==> src/rtl/y86_regfile_mp.sv <==
// y86_regfile_mp: decode-stage register file for the Y86-64 core.
//   Two combinational read ports (srcA_i/srcB_i -> valA_o/valB_o) with an
//   optional same-cycle write-to-read bypass. Two write ports: E (execute) and
//   M (memory). M wins when both ports target the same register.
//   After reset an init sweep loads one register per cycle. ready_o rises when
//   the sweep finishes. err_o is a sticky flag for writes to illegal IDs.
// Ports:
//   clk_i, rst_n_i          clock, synchronous active-low reset
//   srcA_i/srcB_i           read IDs        valA_o/valB_o   read data (comb)
//   dstE_i/valE_i/weE_i     write port E    dstM_i/valM_i/weM_i  write port M
//   ready_o                 sweep done, writes accepted
//   err_o                   sticky illegal-write-ID flag
//   dbg_idx_i/dbg_val_o     stored-value peek, no bypass (comb)
module y86_regfile_mp #(
  parameter int unsigned          DATA_W   = 64,
  parameter int unsigned          ID_W     = 4,
  parameter int unsigned          NREG     = 15,
  parameter logic [ID_W-1:0]      RNONE    = ID_W'(15),
  parameter bit                   BYPASS   = 1'b1,
  parameter logic [ID_W-1:0]      RSP_ID   = ID_W'(4),
  parameter logic [DATA_W-1:0]    RSP_INIT = '0
) (
  input  logic              clk_i,
  input  logic              rst_n_i,
  input  logic [ID_W-1:0]   srcA_i,
  input  logic [ID_W-1:0]   srcB_i,
  input  logic [ID_W-1:0]   dstE_i,
  input  logic [DATA_W-1:0] valE_i,
  input  logic              weE_i,
  input  logic [ID_W-1:0]   dstM_i,
  input  logic [DATA_W-1:0] valM_i,
  input  logic              weM_i,
  output logic [DATA_W-1:0] valA_o,
  output logic [DATA_W-1:0] valB_o,
  output logic              ready_o,
  output logic              err_o,
  input  logic [ID_W-1:0]   dbg_idx_i,
  output logic [DATA_W-1:0] dbg_val_o
);

  // Array index width just wide enough for NREG entries.
  localparam int unsigned     IDX_W     = (NREG > 1) ? $clog2(NREG) : 1;
  localparam logic [ID_W:0]   NREG_W    = (ID_W+1)'(NREG);
  localparam logic [ID_W-1:0] NREG_LAST = ID_W'(NREG - 1);

  typedef enum logic {
    S_INIT = 1'b0,
    S_RUN  = 1'b1
  } state_e;

  state_e            state_q, state_d;
  logic [ID_W-1:0]   idx_q, idx_d;
  logic              ready_q, ready_d;
  logic              err_q, err_d;
  logic [DATA_W-1:0] regs [NREG];

  logic              wr_e, wr_m;
  logic              ill_e, ill_m;
  logic [DATA_W-1:0] init_val;

  // Legal register ID: not RNONE and inside the register array.
  function automatic logic id_legal(input logic [ID_W-1:0] id);
    return (id != RNONE) && ({1'b0, id} < NREG_W);
  endfunction

  // Write qualification; writes only count in RUN.
  always_comb begin
    wr_e     = (state_q == S_RUN) && weE_i && id_legal(dstE_i);
    wr_m     = (state_q == S_RUN) && weM_i && id_legal(dstM_i);
    ill_e    = (state_q == S_RUN) && weE_i && (dstE_i != RNONE) && !id_legal(dstE_i);
    ill_m    = (state_q == S_RUN) && weM_i && (dstM_i != RNONE) && !id_legal(dstM_i);
    init_val = (idx_q == RSP_ID) ? RSP_INIT : '0;
  end

  // Next-state and flag logic.
  always_comb begin
    state_d = state_q;
    idx_d   = idx_q;
    err_d   = err_q;
    unique case (state_q)
      S_INIT: begin
        // idx parks at NREG-1 on exit rather than wrapping.
        if (idx_q == NREG_LAST) begin
          state_d = S_RUN;
        end else begin
          idx_d = idx_q + ID_W'(1);
        end
      end
      S_RUN: begin
        err_d = err_q | ill_e | ill_m;
      end
      default: begin
        state_d = S_INIT;
      end
    endcase
    ready_d = (state_d == S_RUN);
  end

  // State register.
  always_ff @(posedge clk_i) begin
    if (!rst_n_i) begin
      state_q <= S_INIT;
      idx_q   <= '0;
      ready_q <= 1'b0;
      err_q   <= 1'b0;
    end else begin
      state_q <= state_d;
      idx_q   <= idx_d;
      ready_q <= ready_d;
      err_q   <= err_d;
    end
  end

  // Register array: not cleared by reset, the sweep overwrites it.
  // M is assigned last so it wins a same-register collision.
  always_ff @(posedge clk_i) begin
    if (rst_n_i) begin
      if (state_q == S_INIT) begin
        regs[IDX_W'(idx_q)] <= init_val;
      end else begin
        if (wr_e) regs[IDX_W'(dstE_i)] <= valE_i;
        if (wr_m) regs[IDX_W'(dstM_i)] <= valM_i;
      end
    end
  end

  // Read port: 0 during INIT or for illegal IDs; optional M-over-E bypass.
  function automatic logic [DATA_W-1:0] read_port(input logic [ID_W-1:0] src);
    logic [DATA_W-1:0] v;
    v = '0;
    if ((state_q == S_RUN) && id_legal(src)) begin
      v = regs[IDX_W'(src)];
      if (BYPASS) begin
        if (wr_m && (dstM_i == src)) begin
          v = valM_i;
        end else if (wr_e && (dstE_i == src)) begin
          v = valE_i;
        end
      end
    end
    return v;
  endfunction

  always_comb begin
    valA_o = read_port(srcA_i);
    valB_o = read_port(srcB_i);
  end

  // Debug peek: stored value only.
  always_comb begin
    dbg_val_o = '0;
    if (id_legal(dbg_idx_i)) begin
      dbg_val_o = regs[IDX_W'(dbg_idx_i)];
    end
  end

  assign ready_o = ready_q;
  assign err_o   = err_q;

endmodule
==> config.mk <==
export PLATFORM = sky130hd
export DESIGN_NAME = y86_regfile_mp
export DESIGN_NICKNAME = d
export VERILOG_FILES = /design/src/rtl/y86_regfile_mp.sv
export SDC_FILE = /design/constraint.sdc
export NUM_CORES = 2
export LEC_CHECK = 0
export ABC_AREA = 1
export CAP_MARGIN = 20
export CORE_ASPECT_RATIO = 2
export CORE_MARGIN = 4
export CORE_UTILIZATION = 30
export DETAILED_ROUTE_END_ITERATION = 8
export PLACE_DENSITY = 0.48
export RECOVER_POWER = 50
export SLEW_MARGIN = 40
export SYNTH_ARGS = -nofsm -noshare
export SYNTH_HDL_FRONTEND = slang
export SYNTH_SLANG_ARGS = --single-unit
==> constraint.sdc <==
create_clock -name clk_i -period 9.77 [get_ports clk_i]
set_input_delay 1.4655 -clock clk_i [delete_from_list [all_inputs] [get_ports clk_i]]
set_output_delay 1.4655 -clock clk_i [all_outputs]
set_load 0.01 [all_outputs]
# Word-level counts from Yosys, hierarchy flattened

Memory sizes are Yosys's and may differ from the RTL's.
Cells that the tools add are included.

Register bits: 6
Latch bits: 0
RAM bits: 960
Memory bits (read-only): 0
Bits of input ports: 152
Output and inout bits: 194
Memories: 1

$add $sub $neg: 1
Multipliers: 0
Div/mod/pow operators: 0
Order comparisons: 5
Eq/ne operators: 10
Shift operators: 0
Muxes and demuxes: 23
Bitwise operators: 4
Reductions and logical operators: 23

Memory list:

| memory | words | bits a word | rd ports | clocked after Yosys merged registers in | wr ports | line | source |
|---|---|---|---|---|---|---|---|
| regs   | 15    | 64          | 3        | 0                                       | 2        | 55   | `logic [DATA_W-1:0] regs [NREG];` |

Operators by type and width:

| operator                                    | count |
|---|---|
| two-way mux 64 bit                          | 8 |
| OR reduction 64 bit                         | 1 |
| < comparator 4 bit, second input constant   | 5 |
| != test 4 bit, second input constant        | 5 |
| logical AND 1 bit                           | 19 |
| == test 4 bit                               | 4 |
| two-way mux 1 bit                           | 14 |
| adder 4 x 1 -> 4 bit, second input constant | 1 |
| == test 4 bit, second input constant        | 1 |
| two-way mux 4 bit                           | 1 |
| zero test 1 bit                             | 2 |
| NOT 1 bit                                   | 2 |
| bitwise OR 1 bit                            | 2 |
| AND reduction 2 bit                         | 1 |

# Depth between registers and ports, before layout

Depth in word-level cells: 9
Depth in mapped cells: 12

# Worst setup path after synthesis

Ideal clock, no wire load.

Path kind: input port to flip-flop
Start point: in dstE_i[1]
End point: mem regs[10][0] (enable)
Setup time: 0.574 ns
Arrival: 6.990 ns
Data required time: 9.196 ns
Slack: 2.205 ns
Stages on the path: 9
Buffers on the path: 2
Cells stage by stage: nand2_1 -> nor2_1 -> nor2_4 -> nand2_2 -> buf_6 -> buf_4 -> o21ai_1 -> nand3_1 -> o21ai_0

RTL lines:

| what               | line | source |
|---|---|---|
| start: declaration | 27   | `input logic [ID_W-1:0] dstE_i,` |
| end: declaration   | 55   |  |

==> results.cfg <==
[floorplanning]
initial_core_util = 0.302
die_y_um = 692
rows = 250
dieArea_mm2 = 0.242
die_w_um = 350
core-area_mm2 = 0.232
pin_count = 346

[sta]
relSlewSlack = -1.16
setup_viol = 0
tightest_slew_ns = 3.23
rsz0062_at_grt = false
skew_ns = 0.0384
setup_tns_ns = 0
final-hold-violation-count = 0
fmaxAchievable_mhz = 118
fin_crit_ns = 8.46
slew_violations = 129
fin_crit_sh = 0.866

[clock_network]
root_buffer = clkbuf_16
hold_buffers = 0
cts_buffer_depth = 3
clkSinkCount = 966
cts_tree = done
clk_pin_slew_worst_paths_ns = 0.08
htree_levels = 3
clk_latency_ns = 0.75
numCtsBuffers = 97
post_cts_resized = 0
post-cts-setup-buffers = 0

[layout]
layout_common_cells = nand2_1, o21ai_0, edfxtp_1
fill_cells = 24500
area_delta_synth_final_pct = 11.9
seq_area_mm2 = 0.0289
final_common_cell = nand2_1
final_nets = 10100
drive_above_1_share = 0.0395
multiInputGateArea_mm2 = 0.0354
design_area_mm2 = 0.0786

[worst_setup_path]
cp_top_family = simple AND/OR/NAND/NOR gates
worst_ep_arrival_time_ns = 8.83
crit_path_max_fanout = 38
worstPathRequired_ns = 10.14
startpoint_type = input pin
critPathMaxStageDelay_ns = 2.30
crit_path_frequent_cell = nand2_1
endpoint_kind = flip-flop
slowest_stage = nand2_1
path_cells = dlygate4sd3_1, nand2_1, nor2_1, nor2_4, nand2_1, o21ai_0, nor2_1, nand2_1, nand2_1, buf_6
crit_type = input pin to flip-flop
path_buf_inv = 2

[pwr]
power.density_mw_per_mm2 = 131
ir_worst_vdd_mv = 0.136
leakage_nw = 30.1

[detailed_routing]
drcViolationCount = 0
avgViaCountPerCell = 5.96
antenna_left = 0
drt_iter0_drc = 11300
drt_pass1_iterations = 7
wirelength_um = 394000
routedWlPerCell_um = 30.1
via_count = 77900

[global_route]
overflow = 0
grtUsageTotal = 0.312
grt_pass1_wl_um = 544000
antenna_found_initial = 19
grt_pass1_vias = 73200
grt_start_max_net_pins = 160

[place]
placed_area_mm2 = 0.0756
gp_congestion = 0.883
dpl.hpwl_um = 219000
io_buffer_count = 345

[yosys]
syn-cell-area_mm2 = 0.0702
ys_ff_latch = 966
synthDistinctLibCells = 38
syn-num-nets = 10500
synthCells = 10300
seq_area_frac_synth = 0.412
yosysWarnings = 0
synth_area_per_cell_um2 = 6.82

[flow_run]
cap_violations = 7

[worst_hold_path]
hp-class = flip-flop to flip-flop

[run_status]
run_status = complete, but fails checks
violations = max-capacitance violations, max-slew violations
power by group:
part	switching (mW)	total, mW	leakage [nW]	internal (mW)
Combinational	1.28	1.71	20.7	0.431
Sequential	0.0390	4.60	7.96	4.56
Clock	1.88	3.98	1.52	2.10
state kept, by name (all words and copies together), names as in the netlist:
| register | cells |
|---|---|
| err_o | 1 |
| idx_q | 4 |
| ready_o | 1 |
| regs | 960 |
area by class of cell:
type,count,area share
Inverter,477,0.0236
Multi-Input combinational cell,7895,0.450
Clock inverter,61,0.00799
Timing Repair Buffer,527,0.0693
Clock buffer,115,0.0318
Sequential cell,966,0.368
Antenna cell,12,0.000382
Tap cell,3024,0.0482
synth_stat cells (all sizes together):
master | count | area, um2
clkbuf | 497 | 1880
a21oi | 423 | 2120
nand3 | 961 | 4810
a31oi | 13 | 81.3
nand3b | 24 | 180
o22ai | 33 | 206
o21ai | 1856 | 9290
o21bai | 1 | 7.51
o2111ai | 15 | 131
edfxtp | 960 | 28800
o211ai | 213 | 1600
a21boi | 3 | 22.5
o221ai | 1 | 8.76
nand2 | 3438 | 12900
nor3 | 3 | 26.3
ha | 2 | 25.0
xor2 | 5 | 43.8
clkinv | 5 | 18.8
mux2i | 1 | 10.0
nand4 | 49 | 325
buf | 465 | 2330
inv | 472 | 1770
dfxtp | 6 | 120
or2 | 13 | 81.3
nor2 | 841 | 3360
layer usage:
layer | global-route usage | share of wire | vias up
met5 | 0 | 0.00016 | -
met1 | 0.386 | 0.36 | 36900
met2 | 0.497 | 0.45 | 5667
li1 | - | - | 33900
met3 | 0.0579 | 0.11 | 1444
met4 | 0.201 | 0.075 | 10
worst reg2reg max path, cell delays in order (launching register included):
cell and delay, ns:
dfxtp_1 0.43, nand2_1 0.14, nor2_4 0.42, nand2_1 1.75, o21ai_0 1.19, nand3_1 0.22
o21ai_0 2.06, buf_4 0.84
kinds of logic (layout without fill, tap and decap cells):
family | count (synthesis) | in the layout | synth area share
compound gates | 2558 | 2558 | 0.192
xor+xnor | 5 | 5 | 0.000624
other cells | 0 | 12 | 0
mux | 1 | 1 | 0.000143
fa+ha+maj | 2 | 2 | 0.000356
flops | 966 | 966 | 0.412
buf+inv | 1439 | 1180 | 0.0855
simple gates | 5329 | 5329 | 0.309
stage by stage:
stage	power [mW]	cells	util	setup slack (ns)	hold WS, ns
global route	10.5	13100	0.338	1.31	0.454
floorplan	5.55	10300	-	2.21	0.452
CTS	10.3	13100	0.339	2.32	0.436
global placement	6.34	12900	0.323	2.10	0.419
detailed placement	6.35	12900	0.325	2.31	0.424
finish	10.3	13100	0.338	1.31	0.428
worst paths after layout:
| path | startpoint | end | slack (ns) | cells after the start |
|---|---|---|---|---|
| hold / removal | err_o$_SDFFE_PN0P_ | err_o$_SDFFE_PN0P_ | 0.43 | 2 |
| hold reg to reg | err_o$_SDFFE_PN0P_ | err_o$_SDFFE_PN0P_ | 0.43 | 2 |
| setup / recovery | dstE_i[2] | regs[4][42]$_DFFE_PP_ | 1.31 | 10 |
| setup reg to reg | ready_o$_SDFF_PN0_ | regs[14][63]$_DFFE_PP_ | 2.32 | 7 |
No activity file was read; power rests on OpenSTA's default activity.
